===== src/rtl/fp_to_int.sv =====
// bfloat16 to signed int16 converter, truncating toward zero.
// Normal operands are aligned by a one-bit-per-cycle shifter; special operands finish in one cycle.
module fp_to_int (
   input  logic        clk,
   input  logic        reset,
   input  logic        in_valid,
   output logic        in_ready,
   input  logic [15:0] opA,
   output logic        out_valid,
   input  logic        out_ready,
   output logic [15:0] result,
   output logic        overflow,
   output logic        inexact,
   output logic        invalid
);

   localparam int DATA_W = 16;

   typedef enum logic [1:0] {
      S_IDLE  = 2'd0,
      S_SHIFT = 2'd1,
      S_DONE  = 2'd2
   } state_t;

   state_t r_state;
   state_t w_next;

   logic              w_sign;
   logic [7:0]        w_exp;
   logic [6:0]        w_mant;
   logic              w_accept;
   logic              w_is_nan;
   logic              w_is_small;
   logic              w_is_exact_min;
   logic              w_is_normal;
   logic [3:0]        w_k;
   logic              w_left;
   logic [3:0]        w_cnt;

   logic [DATA_W-1:0] r_mag;
   logic              r_sign;
   logic              r_left;
   logic [3:0]        r_cnt;
   logic              r_sticky;
   logic [DATA_W-1:0] r_result;
   logic              r_overflow;
   logic              r_inexact;
   logic              r_invalid;

   // Saturated value for Inf and for magnitudes beyond the int16 range.
   function automatic logic [DATA_W-1:0] f_saturate(input logic sign);
      return sign ? 16'h8000 : 16'h7FFF;
   endfunction

   // Two's-complement sign application; 0x8000 only reaches here as the exact -32768.
   function automatic logic [DATA_W-1:0] f_apply_sign(input logic sign,
                                                      input logic [DATA_W-1:0] mag);
      return sign ? (~mag + 16'd1) : mag;
   endfunction

   // Operand decode
   assign w_sign   = opA[15];
   assign w_exp    = opA[14:7];
   assign w_mant   = opA[6:0];
   assign w_accept = in_valid && (r_state == S_IDLE);

   assign w_is_nan       = (w_exp == 8'hFF) && (w_mant != 7'd0);
   assign w_is_small     = (w_exp < 8'd127);
   assign w_is_exact_min = (w_exp == 8'd142) && w_sign && (w_mant == 7'd0);
   assign w_is_normal    = ((w_exp >= 8'd127) && (w_exp <= 8'd141)) || w_is_exact_min;

   // k = exp - 127 only matters for normal operands, where it lies in 0..15.
   assign w_k    = w_exp[3:0] + 4'd1;
   assign w_left = (w_k > 4'd7);
   assign w_cnt  = w_left ? (w_k - 4'd7) : (4'd7 - w_k);

   // State register
   always_ff @(posedge clk) begin
      if (!reset) begin
         r_state <= S_IDLE;
      end else begin
         r_state <= w_next;
      end
   end

   // Next-state logic
   always_comb begin
      w_next = r_state;
      case (r_state)
         S_IDLE: begin
            if (w_accept) begin
               w_next = w_is_normal ? S_SHIFT : S_DONE;
            end
         end
         S_SHIFT: begin
            if (r_cnt == 4'd0) begin
               w_next = S_DONE;
            end
         end
         S_DONE: begin
            if (out_ready) begin
               w_next = S_IDLE;
            end
         end
         default: w_next = S_IDLE;
      endcase
   end

   // Handshake outputs
   always_comb begin
      in_ready  = 1'b0;
      out_valid = 1'b0;
      case (r_state)
         S_IDLE:  in_ready  = 1'b1;
         S_DONE:  out_valid = 1'b1;
         default: begin
            in_ready  = 1'b0;
            out_valid = 1'b0;
         end
      endcase
   end

   // Alignment datapath, not reset: only meaningful after an accept
   always_ff @(posedge clk) begin
      case (r_state)
         S_IDLE: begin
            if (w_accept) begin
               r_sign <= w_sign;
               r_left <= w_left;
               r_mag  <= {8'd0, 1'b1, w_mant};
            end
         end
         S_SHIFT: begin
            if (r_cnt != 4'd0) begin
               r_mag <= r_left ? (r_mag << 1) : (r_mag >> 1);
            end
         end
         default: r_mag <= r_mag;
      endcase
   end

   // Shift count, sticky, result and flags
   always_ff @(posedge clk) begin
      if (!reset) begin
         r_cnt      <= 4'd0;
         r_sticky   <= 1'b0;
         r_result   <= '0;
         r_overflow <= 1'b0;
         r_inexact  <= 1'b0;
         r_invalid  <= 1'b0;
      end else begin
         case (r_state)
            S_IDLE: begin
               if (w_accept) begin
                  r_cnt    <= w_cnt;
                  r_sticky <= 1'b0;
                  if (w_is_nan) begin
                     r_result   <= '0;
                     r_overflow <= 1'b0;
                     r_inexact  <= 1'b0;
                     r_invalid  <= 1'b1;
                  end else if (w_is_small) begin
                     r_result   <= '0;
                     r_overflow <= 1'b0;
                     r_inexact  <= (w_exp != 8'd0) || (w_mant != 7'd0);
                     r_invalid  <= 1'b0;
                  end else if (!w_is_normal) begin
                     r_result   <= f_saturate(w_sign);
                     r_overflow <= 1'b1;
                     r_inexact  <= 1'b0;
                     r_invalid  <= 1'b0;
                  end
               end
            end
            S_SHIFT: begin
               if (r_cnt != 4'd0) begin
                  r_cnt <= r_cnt - 4'd1;
                  if (!r_left) begin
                     r_sticky <= r_sticky | r_mag[0];
                  end
               end else begin
                  r_result   <= f_apply_sign(r_sign, r_mag);
                  r_overflow <= 1'b0;
                  r_inexact  <= r_sticky;
                  r_invalid  <= 1'b0;
               end
            end
            default: begin
               r_cnt <= r_cnt;
            end
         endcase
      end
   end

   assign result   = r_result;
   assign overflow = r_overflow;
   assign inexact  = r_inexact;
   assign invalid  = r_invalid;

endmodule


===== config.mk =====
export PLATFORM = sky130hd
export DESIGN_NAME = fp_to_int
export DESIGN_NICKNAME = d
export VERILOG_FILES = /design/src/rtl/fp_to_int.sv
export SDC_FILE = /design/constraint.sdc
export NUM_CORES = 1
export LEC_CHECK = 0
export ABC_CLOCK_PERIOD_IN_PS = 3000
export CORE_UTILIZATION = 53
export DETAILED_ROUTE_END_ITERATION = 8
export PLACE_DENSITY = 0.9
export SYNTH_ARGS = -nofsm -noshare
export SYNTH_HDL_FRONTEND = slang
export SYNTH_SLANG_ARGS = --single-unit

===== constraint.sdc =====
create_clock -name clk -period 3 [get_ports clk]
set_input_delay 0.45 -clock clk [delete_from_list [all_inputs] [get_ports clk]]
set_output_delay 0.45 -clock clk [all_outputs]
set_load 0.05 [all_outputs]

Word-level counts from Yosys, hierarchy flattened
Index checks and enable logic that the tools add are counted.

cells by class
  muxes and demuxes = 43
  multiply operators = 0
  eq/ne operators = 11
  reductions and logical operators = 19
  magnitude comparators = 4
  shift operators = 0
  add/sub/neg operators = 5
  div/mod/pow operators = 0
  bitwise operators = 2

operators with widths
  operator                                               number
  two-way mux 16 bit                                     10
  case mux 16 bit (2 select lines)                       2
  two-way mux 1 bit                                      18
  adder 16 x 1 -> 16 bit, second input constant          1
  == test 8 bit, second input constant                   2
  inverter 16 bit                                        1
  two-way mux 4 bit                                      3
  != test 2 bit, second input constant                   6
  >= comparator 8 x 7 -> 1 bit, second input constant    1
  less-or-equal comparator 8 bit, second input constant  1
  < comparator 8 x 7 -> 1 bit, second input constant     1
  two-way mux 2 bit                                      4
  case mux 1 bit (2 select lines)                        4
  case mux 4 bit (2 select lines)                        1
  AND reduction 4 bit                                    2
  nonzero test 8 bit                                     1
  zero test 7 bit                                        1
  nonzero test 7 bit                                     1
  case mux 2 bit (3 select lines)                        1
  AND reduction 3 bit                                    2
  logical AND 1 bit                                      5
  adder 4 x 1 -> 4 bit, second input constant            1
  > comparator 4 x 3 -> 1 bit, second input constant     1
  zero test 4 bit                                        1
  12 further kinds                                       13

word-level totals
  memories = 0
  register bits after elaboration = 44
  latch bits = 0
  bits of input ports = 20
  memory bits (read-only) = 0
  memory bits (writable) = 0

Logic depth before layout (Yosys ltp)
Gate-level depths: netlist of the first run.

  depth after elaboration = 9
  mapped depth = 9

Worst setup path before layout of the first run
No wires, ideal clock.

  path type = register to register
  from = register r_cnt[0]
  to = register r_cnt[1]
  setup time = 0.119 ns
  slack = 0.610 ns
  data required time = 2.881 ns
  stages on the path, launching flop included = 8
  arrival time = 2.270 ns
  buffers on the path = 0
  cells stage by stage = dfxtp_1 -> inv_1 -> ha_1 -> nor3b_1 -> a21oi_1 -> o21ai_0 -> a21oi_1 -> nor2_1

between the ends
  word-level cells in the longest chain between the ends = 3
  elaborated cells on any way between the ends = 6

RTL lines
  item                                                                    line      text
  start, declared                                                         43        logic [3:0] r_cnt;
  start signal, assigned                                                  155       r_cnt <= w_cnt;
  start signal, assigned                                                  177       r_cnt <= r_cnt - 4'd1;
  start signal, assigned                                                  189       r_cnt <= r_cnt;
  subtractor 4 x 1 -> 4 bit or nonzero test 4 bit (tied branches)         177, 176
  two-way mux 4 bit or != test 2 bit (tied branches)                      n/a
  case mux 4 bit (2 select lines) or AND reduction 3 bit (tied branches)  n/a

Parallel ways exist; a longest one is shown, timed or not. The select of a mux whose other input is x is not followed.
A chain may end at the register's enable or synchronous reset.

Worst setup path after layout of the first run
  from = input port opA[3]
  to = register r_result[10], in the netlist result[10]

between the ends
  word-level cells in the longest chain between the ends = 5
  elaborated cells on any way between the ends = 10

RTL lines
  item                                                                                      line     text
  start, declared                                                                           8        input logic [15:0] opA,
  zero test 7 bit or nonzero test 7 bit (tied branches)                                     69, 67
  logical AND 1 bit (on tied branches)                                                      69, 67
  logical OR 1 bit or two-way mux 16 bit (tied branches)                                    70, 157
  != test 4 bit (no source line) or two-way mux 16 bit (tied branches)                      n/a
  AND reduction 4 bit (no source line) or case mux 16 bit (2 select lines) (tied branches)  n/a
  end signal, assigned                                                                      168      r_result <= f_saturate(w_sign);
  end signal, assigned                                                                      182      r_result <= f_apply_sign(r_sign, r_mag);
  end, declared                                                                             45       logic [DATA_W-1:0] r_result;

Parallel ways exist; a longest one is shown, timed or not. The select of a mux whose other input is x is not followed.

==> results of run 1 <==
==> placed cells by master (no fill, tap or decap), types with 4 or more instances in the layout <==
cell	n
edfxtp_1	18
o221a_2	13
dfxtp_1	26
inv_1	9
clkdlybuf4s50_1	40
clkbuf_8	5
xnor2_1	5
nand2b_1	4
a21oi_1	6
nand3_1	5
mux2i_1	15
nor2b_1	6
o21ai_0	14
xor2_1	13
nor2_1	31
buf_4	5
o31ai_1	4
ha_1	8
nand2_1	20
==> flip-flops by register name, indices dropped and copies added (netlist names) <==
register / count
invalid: 1
inexact: 1
r_sticky: 1
result: 16
r_sign: 1
overflow: 1
r_state: 2
r_cnt: 4
r_mag: 16
r_left: 1
==> area by class of cell <==
type	count	area (µm²)	share of cell area, %
Clock inverter	3	42.5	1.39
Clock buffer	5	68.8	2.25
Timing Repair Buffer	45	438	14.3
Multi-Input combinational cell	190	1350	44.2
Inverter	9	33.8	1.10
Sequential cell	44	1060	34.7
Tap cell	52	65.1	2.13
==> per-stage QoR <==
step                      cells  setup slack [ns]  power, mW  area [µm²]
final                       348             0.523       1.51        3060
after global routing        348             0.348       1.57        3060
after CTS                   348             0.537       1.52        3060
after floorplan             258             0.610      0.953        2510
after detailed placement    340             0.189       1.07        2950
after global placement      340             0.256       1.06        2950
==> worst max path at each step <==
stage	to	slack (ns)	cells after the start
2_1_floorplan	r_cnt[1]	0.61	7
4_1_cts	overflow	0.54	9
3_3_place_gp	result[11]	0.26	8
5_1_grt	result[15]	0.35	9
3_5_place_dp	overflow	0.19	9
6_report	result[10]	0.52	8
==> layer usage <==
| layer | wire (µm) | vias up |
|---|---|---|
| li1 | - | 1015 |
| met5 | 0 | - |
| met1 | 2470 | 913 |
| met2 | 2420 | 48 |
| met4 | 71 | 0 |
| met3 | 193 | 7 |
==> kinds of logic after synthesis <==
logic type,share of synthesized area (%)
xor+xnor,6.29
compound gates,19.5
flops,42.3
simple gates,18.0
buf+inv,3.89
fa+ha+maj,3.99
mux,5.99
==> worst min-delay path, stage by stage, from the launching register on <==
cell and delay [ns]:
dfxtp_1 0.32, nand2b_1 0.06, a21boi_0 0.07
==> power by group <==
group	leakage (nW)	total [mW]	internal, mW	switching, mW
clock	0.0558	0.450	0.247	0.204
combinational	0.751	0.345	0.148	0.196
sequential	0.388	0.718	0.669	0.0492
total	1.19	1.51	1.06	0.449
==> metrics, run 1 <==
status=finished, violations left; failing checks=DRC; P&R area growth vs syn=22.1%; Starting Density=56.4%; Worst R2R Path Depth=6; synth unique cells=48; top cells by count, synth=31 x nor2_1, 26 x dfxtp_1, 20 x nand2_1, 18 x edfxtp_1, 15 x mux2i_1; top cells by area, synth=edfxtp_1 22%, dfxtp_1 21%, mux2i_1 6.0%; Final period util=82.6%; relative slew slack=42.0%; largest net degree at the start of global routing=28; hpwl dp=3.78 mm; cell with the most instances after synthesis=nor2_1; WP data required=3.24 ns; WHS Endpoint=invalid; DRT Wirelength=5.15 mm; sequential area share after synthesis=42.3%; CP endpoint kind=flip-flop; crit path max fanout=15; grt ovf=0; Initial DRC Count=113; Setup TNS=0 ns; die width=70.8 µm; clock skew=0.00741 ns; post-CTS sizing=0; core area=4440 µm²; Setup CP Type=input pin to flip-flop; CTS Root Buffer Type=clkbuf_8; Final Util=68.9%; CTS tree=built; Slew Limit Fails=0; first-pass GRT wire length=8.37 mm; achievable clock frequency=404 MHz; min cycle time layout=2.48 ns; RSZ-0062 raised after global routing=no; DRT Pass-1 Iters=6; final number of hold-violating endpoints=0; Die Y=70.8 µm; M2 GR Usage=32.8%; Post-CTS Hold Buffers=0; I/O pins=41; R2R Path End=result[10]; GP Congestion=0.856; r2r setup slk=0.71 ns; Least-Margin Pin Slew=0.867 ns; Hold Path Class=flip-flop to flip-flop; CP Launch Type=input pin; via count=1983; GRT Util Overall=21.6%; antenna violations before repair=0; layout cells sized above 1=12.2%; via count of the first global-routing pass=1718; CP cell instances=clkdlybuf4s50_1 -> nor4_1 -> nand2_1 -> and3_1 -> or3_1 -> o21ai_2 -> buf_4 -> o221a_2; number of flops mapped to enable cells by yosys=18; final net count=323; top_reg_cell synth=dfxtp_1; met3 usage in global routing=4.84%; VDD IR max=0.326 mV; Hold WS=0.491 ns; GRT Max-Usage Layer=met2; Mapped Cells=258; clock latency on the worst-skew pair=0.30 ns; worst r2r src=r_mag[4]; n_diodes=0; Mapped Avg Cell Area=9.71 µm²; Bufs on Longest Clock Path=2; CP max stage cell=nor4_1; top cell type's share of synthesized area=21.6%; drt wl/cell=14.8 µm; Clock Sinks=44; M1 GR Usage=30.3%; Crit path max-delay family=simple AND/OR/NAND/NOR gates; critical path's largest stage delay=0.56 ns; area of the mapped netlist=2510 µm²; Max Cap Viol=0; Leakage=1.19 nW; CP arrival=2.72 ns; # Post-CTS Setup Buffers=0; die area=5010 µm²; TritonCTS Buffers=5; FFs w/ async S/R, synth=0%; hold wc startpoint=invalid; syn_nets=286; WP buf/inv=2; CTS H-Tree Depth=2; Hold Crit Depth=2; FP Rows=24; flops & latches, synth=44; I/O Buffers=40; Antenna Nets Post-Route=0; synth warn=0; P per Cell Area=494 nW/µm²; # DRC=2; cell taking the most area after synthesis=edfxtp_1; Clk pin slew, worst setup/hold paths=0.09 ns; Fillers=358; vias per cell=5.70; final-report setup violation count=0; worst setup path startpoint=opA[3]
(Power assumes the default switching activity.)
==> inputs of run 2 (changes only) <==
==> config.mk (replaced) <==
export PLATFORM = sky130hd
export DESIGN_NAME = fp_to_int
export DESIGN_NICKNAME = d
export VERILOG_FILES = /design/src/rtl/fp_to_int.sv
export SDC_FILE = /design/constraint.sdc
export NUM_CORES = 1
export LEC_CHECK = 0
export ABC_CLOCK_PERIOD_IN_PS = 2200
export CORE_UTILIZATION = 48
export DETAILED_ROUTE_END_ITERATION = 8
export PLACE_DENSITY = 0.87
export SYNTH_ARGS = -nofsm -noshare
export SYNTH_HDL_FRONTEND = slang
export SYNTH_SLANG_ARGS = --single-unit
==> constraint.sdc (replaced) <==
create_clock -name clk -period 2.2 [get_ports clk]
set_input_delay 0.33 -clock clk [delete_from_list [all_inputs] [get_ports clk]]
set_output_delay 0.33 -clock clk [all_outputs]
set_load 0.05 [all_outputs]
==> metrics, run 2 (synthesis results as in run 1) <==
Finished Cell Area=3510 µm² (was 3060 µm²); Critical Path End=result[7] (was result[10]); Die Y=74.3 µm (was 70.8 µm); CP arrival=2.42 ns (was 2.72 ns); highest-count cells in the layout ignoring fill and taps=39 x buf_4, 34 x clkdlybuf4s50_1, 31 x nor2_1 (was 40 x clkdlybuf4s50_1, 31 x nor2_1, 26 x dfxtp_1); Least-Margin Pin Slew=0.615 ns (was 0.867 ns); final net count=362 (was 323); core area=4880 µm² (was 4440 µm²); n_diodes=0 (unchanged); vias per cell=5.78 (was 5.70); Leakage=1.46 nW (was 1.19 nW); largest net degree at the start of global routing=28 (unchanged); Setup CP Type=input pin to flip-flop (unchanged); FP Rows=25 (was 24); Hold Path Class=input pin to flip-flop (was flip-flop to flip-flop); Max Cap Viol=0 (unchanged); Starting Density=51.4% (was 56.4%); CP Launch Type=input pin (unchanged); via count of the first global-routing pass=2140 (was 1718); Power, Total=2.05 mW (was 1.51 mW); worst r2r src=r_mag[1] (was r_mag[4]); die width=74.3 µm (was 70.8 µm); relative slew slack=59.0% (was 42.0%); layout cells sized above 1=26.0% (was 12.2%); CTS tree=built (unchanged); Final period util=98.8%; first-pass GRT wire length=9.67 mm (was 8.37 mm); CP endpoint kind=flip-flop (unchanged); r2r setup slk=0.04 ns (was 0.71 ns); via count=2318 (was 1983); DRT Pass-1 Iters=4 (was 6); P per Cell Area=584 nW/µm² (was 494 nW/µm²); CTS Root Buffer Type=clkbuf_8 (unchanged); critical path's largest stage delay=0.44 ns (was 0.56 ns); crit path max fanout=7 (was 15); min cycle time layout=2.17 ns; DRT Wirelength=6.74 mm (was 5.15 mm); hpwl dp=4.37 mm (was 3.78 mm); WP data required=2.45 ns (was 3.24 ns); I/O pins=41 (unchanged); antenna violations before repair=0 (unchanged); Slew Limit Fails=0 (unchanged); Worst R2R Path Depth=9 (was 6); status=complete, no violations (was finished, violations left); Clk pin slew, worst setup/hold paths=0.08 ns (was 0.09 ns); VDD IR max=0.357 mV (was 0.326 mV); drt wl/cell=16.8 µm (was 14.8 µm); clock skew=0.00757 ns (was 0.00741 ns); commonest non-fill, non-tap cell in the layout=buf_4 (was clkdlybuf4s50_1); Clock Sinks=44 (unchanged); final-report setup violation count=0 (unchanged); clock latency on the worst-skew pair=0.30 ns (about the same); Post-CTS Hold Buffers=0 (unchanged); R2R Path End=result[10] (unchanged); Bufs on Longest Clock Path=2 (unchanged); CP max stage cell=clkdlybuf4s50_1 (was nor4_1); achievable clock frequency=460 MHz; P&R area growth vs syn=40.0% (was 22.1%); CTS H-Tree Depth=2 (unchanged); grt ovf=0 (unchanged); final number of hold-violating endpoints=0 (unchanged); Initial DRC Count=213 (was 113); I/O Buffers=40 (unchanged); TritonCTS Buffers=5 (unchanged); GRT Util Overall=23.2% (was 21.6%); die area=5510 µm² (was 5010 µm²); # DRC=0 (was 2); GP Congestion=0.840 (was 0.856); CP cell instances=clkdlybuf4s50_1 -> nor4_2 -> buf_4 -> nand2_1 -> and3_4 -> or3_4 -> o21ai_4 -> clkbuf_16 -> o221a_2 (was clkdlybuf4s50_1 -> nor4_1 -> nand2_1 -> and3_1 -> or3_1 -> o21ai_2 -> buf_4 -> o221a_2); Antenna Nets Post-Route=0 (unchanged); worst setup path startpoint=opA[3] (unchanged); placed cell areas=3240 µm² (was 2950 µm²)
-- run 2: cell types whose count changed in the layout (fill, tap and decap cells not counted), sizes merged --
cell and change:
buf +38, clkdlybuf4s50 -6, dlymetal6s2s +6, clkbuf +2, bufinv -1, clkinv -1
-- run 2: through the flow --
stage                     setup slack [ns]  cells  setup TNS (ns)  utilization [%]  hold slack [ns]
after floorplan                      0.123    258               0                -            0.429
after global placement              -0.294    388           -4.86             66.4            0.469
after detailed placement            -0.447    388           -7.29             66.4            0.488
after CTS                          0.00150    397               0             68.6            0.502
after global routing               -0.0555    401          -0.280             71.9            0.406
final                               0.0271    401               0             71.9            0.407
-- run 2: how the worst min path moves through the flow --
stage              from       end  cells after the start
6_report         opA[4]  r_mag[4]                      3
3_3_place_gp   r_sticky  r_sticky                      2
4_1_cts         invalid   invalid                      2
5_1_grt          opA[4]  r_mag[4]                      3
3_5_place_dp    invalid   invalid                      2
2_1_floorplan   opA[15]    r_sign                      0
-- run 2: per-layer routing --
layer  track usage, %  vias up  part of all wire [%]  routed length (µm)
met4             8.81        0                   3.2                 218
met3             4.07       20                   5.3                 360
li1                 -     1090                     -                   -
met2             39.2       87                    49                3330
met1             29.6     1121                    42                2830
met5                0        -                     0                   0
-- run 2: power by group --
part / internal, mW / switching (mW) / leakage (nW)
Clock: 0.228 / 0.264 / 0.0445
Sequential: 0.911 / 0.0467 / 0.388
Combinational: 0.268 / 0.330 / 1.03
Total: 1.41 / 0.640 / 1.46
-- run 2: critical path, delay by kind of cell --
| kind | cells | cell delay (ns) |
|---|---|---|
| and+or+nand+nor | 4 | 0.84 |
| buffers and inverters | 3 | 0.81 |
| AOI/OAI and AO/OA | 2 | 0.43 |
-- run 2: what timing repair did --
action	in CTS	in global routing
pin swaps	1	8
setup buffers	2	2
endpoints found under the setup margin	19	20
gates cloned	0	2
resized for setup	2	26
-- run 2: area by class of cell --
| type | count | area [µm²] |
|---|---|---|
| flip-flops and latches | 44 | 1060 |
| well taps | 67 | 83.8 |
| clock inverters | 1 | 5.00 |
| multi-input cells | 190 | 1450 |
| inverters | 9 | 33.8 |
| repair buffers | 84 | 796 |
| clock buffers | 6 | 76.3 |
| fillers | 355 | 1370 |
==> inputs of run 3 (changes only) <==
--- a/config.mk
+++ b/config.mk
@@ -6,6 +6,7 @@
 export NUM_CORES = 1
 export LEC_CHECK = 0
 export ABC_CLOCK_PERIOD_IN_PS = 2200
+export CORE_ASPECT_RATIO = 0.7
 export CORE_UTILIZATION = 48
 export DETAILED_ROUTE_END_ITERATION = 8
 export PLACE_DENSITY = 0.87
==> metrics, run 3 (synthesis results as in run 1) <==
CP arrival=2.39 ns (was 2.42 ns); Initial DRC Count=123 (was 213); CTS H-Tree Depth=2 (unchanged); n_diodes=0 (unchanged); Die Y=62.5 µm (was 74.3 µm); P&R area growth vs syn=42.0% (was 40.0%); final-report setup violation count=0 (unchanged); clock skew=0.0114 ns (was 0.00757 ns); antenna violations before repair=0 (unchanged); min cycle time layout=2.19 ns (was 2.17 ns); clock latency on the worst-skew pair=0.31 ns (was 0.30 ns); Final Util=72.8% (was 71.9%); # DRC=0 (unchanged); CP Launch Type=flip-flop (was input pin); VDD IR max=0.359 mV (was 0.357 mV); Leakage=1.48 nW (was 1.46 nW); drt wl/cell=16.2 µm (was 16.8 µm); DRT Pass-1 Iters=5 (was 4); largest net degree at the start of global routing=30 (was 28); via count=2361 (was 2318); grt ovf=0 (unchanged); Setup CP Type=flip-flop to flip-flop (was input pin to flip-flop); FP Rows=21 (was 25); Least-Margin Pin Slew=0.638 ns (was 0.615 ns); commonest non-fill, non-tap cell in the layout=buf_4 (unchanged); relative slew slack=57.5% (was 59.0%); crit path max fanout=4 (was 7); DRT Wirelength=6.71 mm (was 6.74 mm); Hold WS=0.458 ns (was 0.407 ns); Final period util=99.4% (was 98.8%); P per Cell Area=600 nW/µm² (was 584 nW/µm²); I/O Buffers=40 (unchanged); CTS tree=built (unchanged); Slew Limit Fails=0 (unchanged); final net count=371 (was 362); r2r setup slk=0.01 ns (was 0.04 ns); vias per cell=5.72 (was 5.78); CTS Root Buffer Type=clkbuf_8 (unchanged); achievable clock frequency=457 MHz (was 460 MHz); via count of the first global-routing pass=2097 (was 2140); Antenna Nets Post-Route=0 (unchanged); status=complete, no violations (unchanged); RSZ-0062 raised after global routing=yes; WP data required=2.40 ns (was 2.45 ns); Fillers=342 (was 355); Setup TNS=0 ns (unchanged); GRT Util Overall=24.4% (was 23.2%); first-pass GRT wire length=10.2 mm (was 9.67 mm); highest-count cells in the layout ignoring fill and taps=49 x buf_4, 36 x clkdlybuf4s50_1, 31 x nor2_1 (was 39 x buf_4, 34 x clkdlybuf4s50_1, 31 x nor2_1); CP endpoint kind=flip-flop (unchanged); Max Cap Viol=0 (unchanged); die width=88.4 µm (was 74.3 µm); TritonCTS Buffers=5 (unchanged); Hold Path Class=input pin to flip-flop (unchanged); I/O pins=41 (unchanged); die area=5520 µm² (was 5510 µm²); GP Congestion=0.810 (was 0.840); hpwl dp=4.48 mm (was 4.37 mm); final number of hold-violating endpoints=0 (unchanged); core area=4890 µm² (was 4880 µm²); Clk pin slew, worst setup/hold paths=0.08 ns (about the same); Bufs on Longest Clock Path=2 (unchanged); Clock Sinks=44 (unchanged); layout cells sized above 1=26.7% (was 26.0%); Starting Density=51.3% (was 51.4%)
[run 3: changes by cell type in the layout (fill, tap and decap cells not counted), sizes merged]
cell and change:
clkbuf +1, clkdlybuf4s50 +2, dlygate4sd2 +1, buf +9
dlymetal6s2s -3
[run 3: area by class of cell]
cell class,count,area (µm²),area share [%]
inverter,9,36.3,1.02
timing repair buffer,93,846,23.8
clock inverter,1,5.00,0.141
sequential,44,1060,29.8
multi-input combinational,190,1430,40.1
clock buffer,7,97.6,2.74
tap,69,86.3,2.43
[run 3: per-stage QoR]
| step | worst slack [ns] | power, mW | instance area, µm² | instances |
|---|---|---|---|---|
| 2_1_floorplan | 0.123 | 1.30 | 2510 | 258 |
| 3_3_place_gp | -0.467 | 1.51 | 3270 | 397 |
| 3_5_place_dp | -0.514 | 1.53 | 3270 | 397 |
| 4_1_cts | 0.0232 | 2.10 | 3440 | 408 |
| 5_1_grt | -0.0877 | 2.22 | 3560 | 413 |
| 6_report | 0.0128 | 2.13 | 3560 | 413 |
[run 3: critical path, cell delays in order (launching register included)]
cell,delay (ns)
edfxtp_1,0.43
inv_1,0.18
ha_4,0.17
nand2b_1,0.10
or4_4,0.56
o31ai_4,0.20
xor2_1,0.18
nor2_1,0.06
o221a_1,0.20
[run 3: final timing paths]
path                  from          to  cells past startpoint
setup reg to reg  r_mag[0]  result[14]                      8
setup / recovery  r_mag[0]  result[14]                      8
hold reg to reg    invalid     invalid                      2
hold / removal      opA[6]    r_mag[6]                      4
[run 3: layer usage]
| layer | track usage [%] | routed length (µm) | vias up |
|---|---|---|---|
| met5 | 0 | 0 | - |
| met3 | 5.55 | 416 | 16 |
| li1 | - | - | 1109 |
| met4 | 9.68 | 145 | 0 |
| met1 | 34.0 | 2970 | 1148 |
| met2 | 36.5 | 3170 | 88 |
[run 3: repair_timing]
action | CTS | global route
hold endpoints to repair | 0 | 0
pin swaps | 3 | 7
buffers inserted | 3 | 5
hold buffers | 0 | 0
resized for setup | 7 | 16
cloned | 0 | 1
endpoints found under the setup margin | 18 | 20
[run 3: power breakdown]
part | internal [mW] | switching (mW)
logic | 0.276 | 0.331
clock network | 0.291 | 0.278
registers | 0.911 | 0.0466
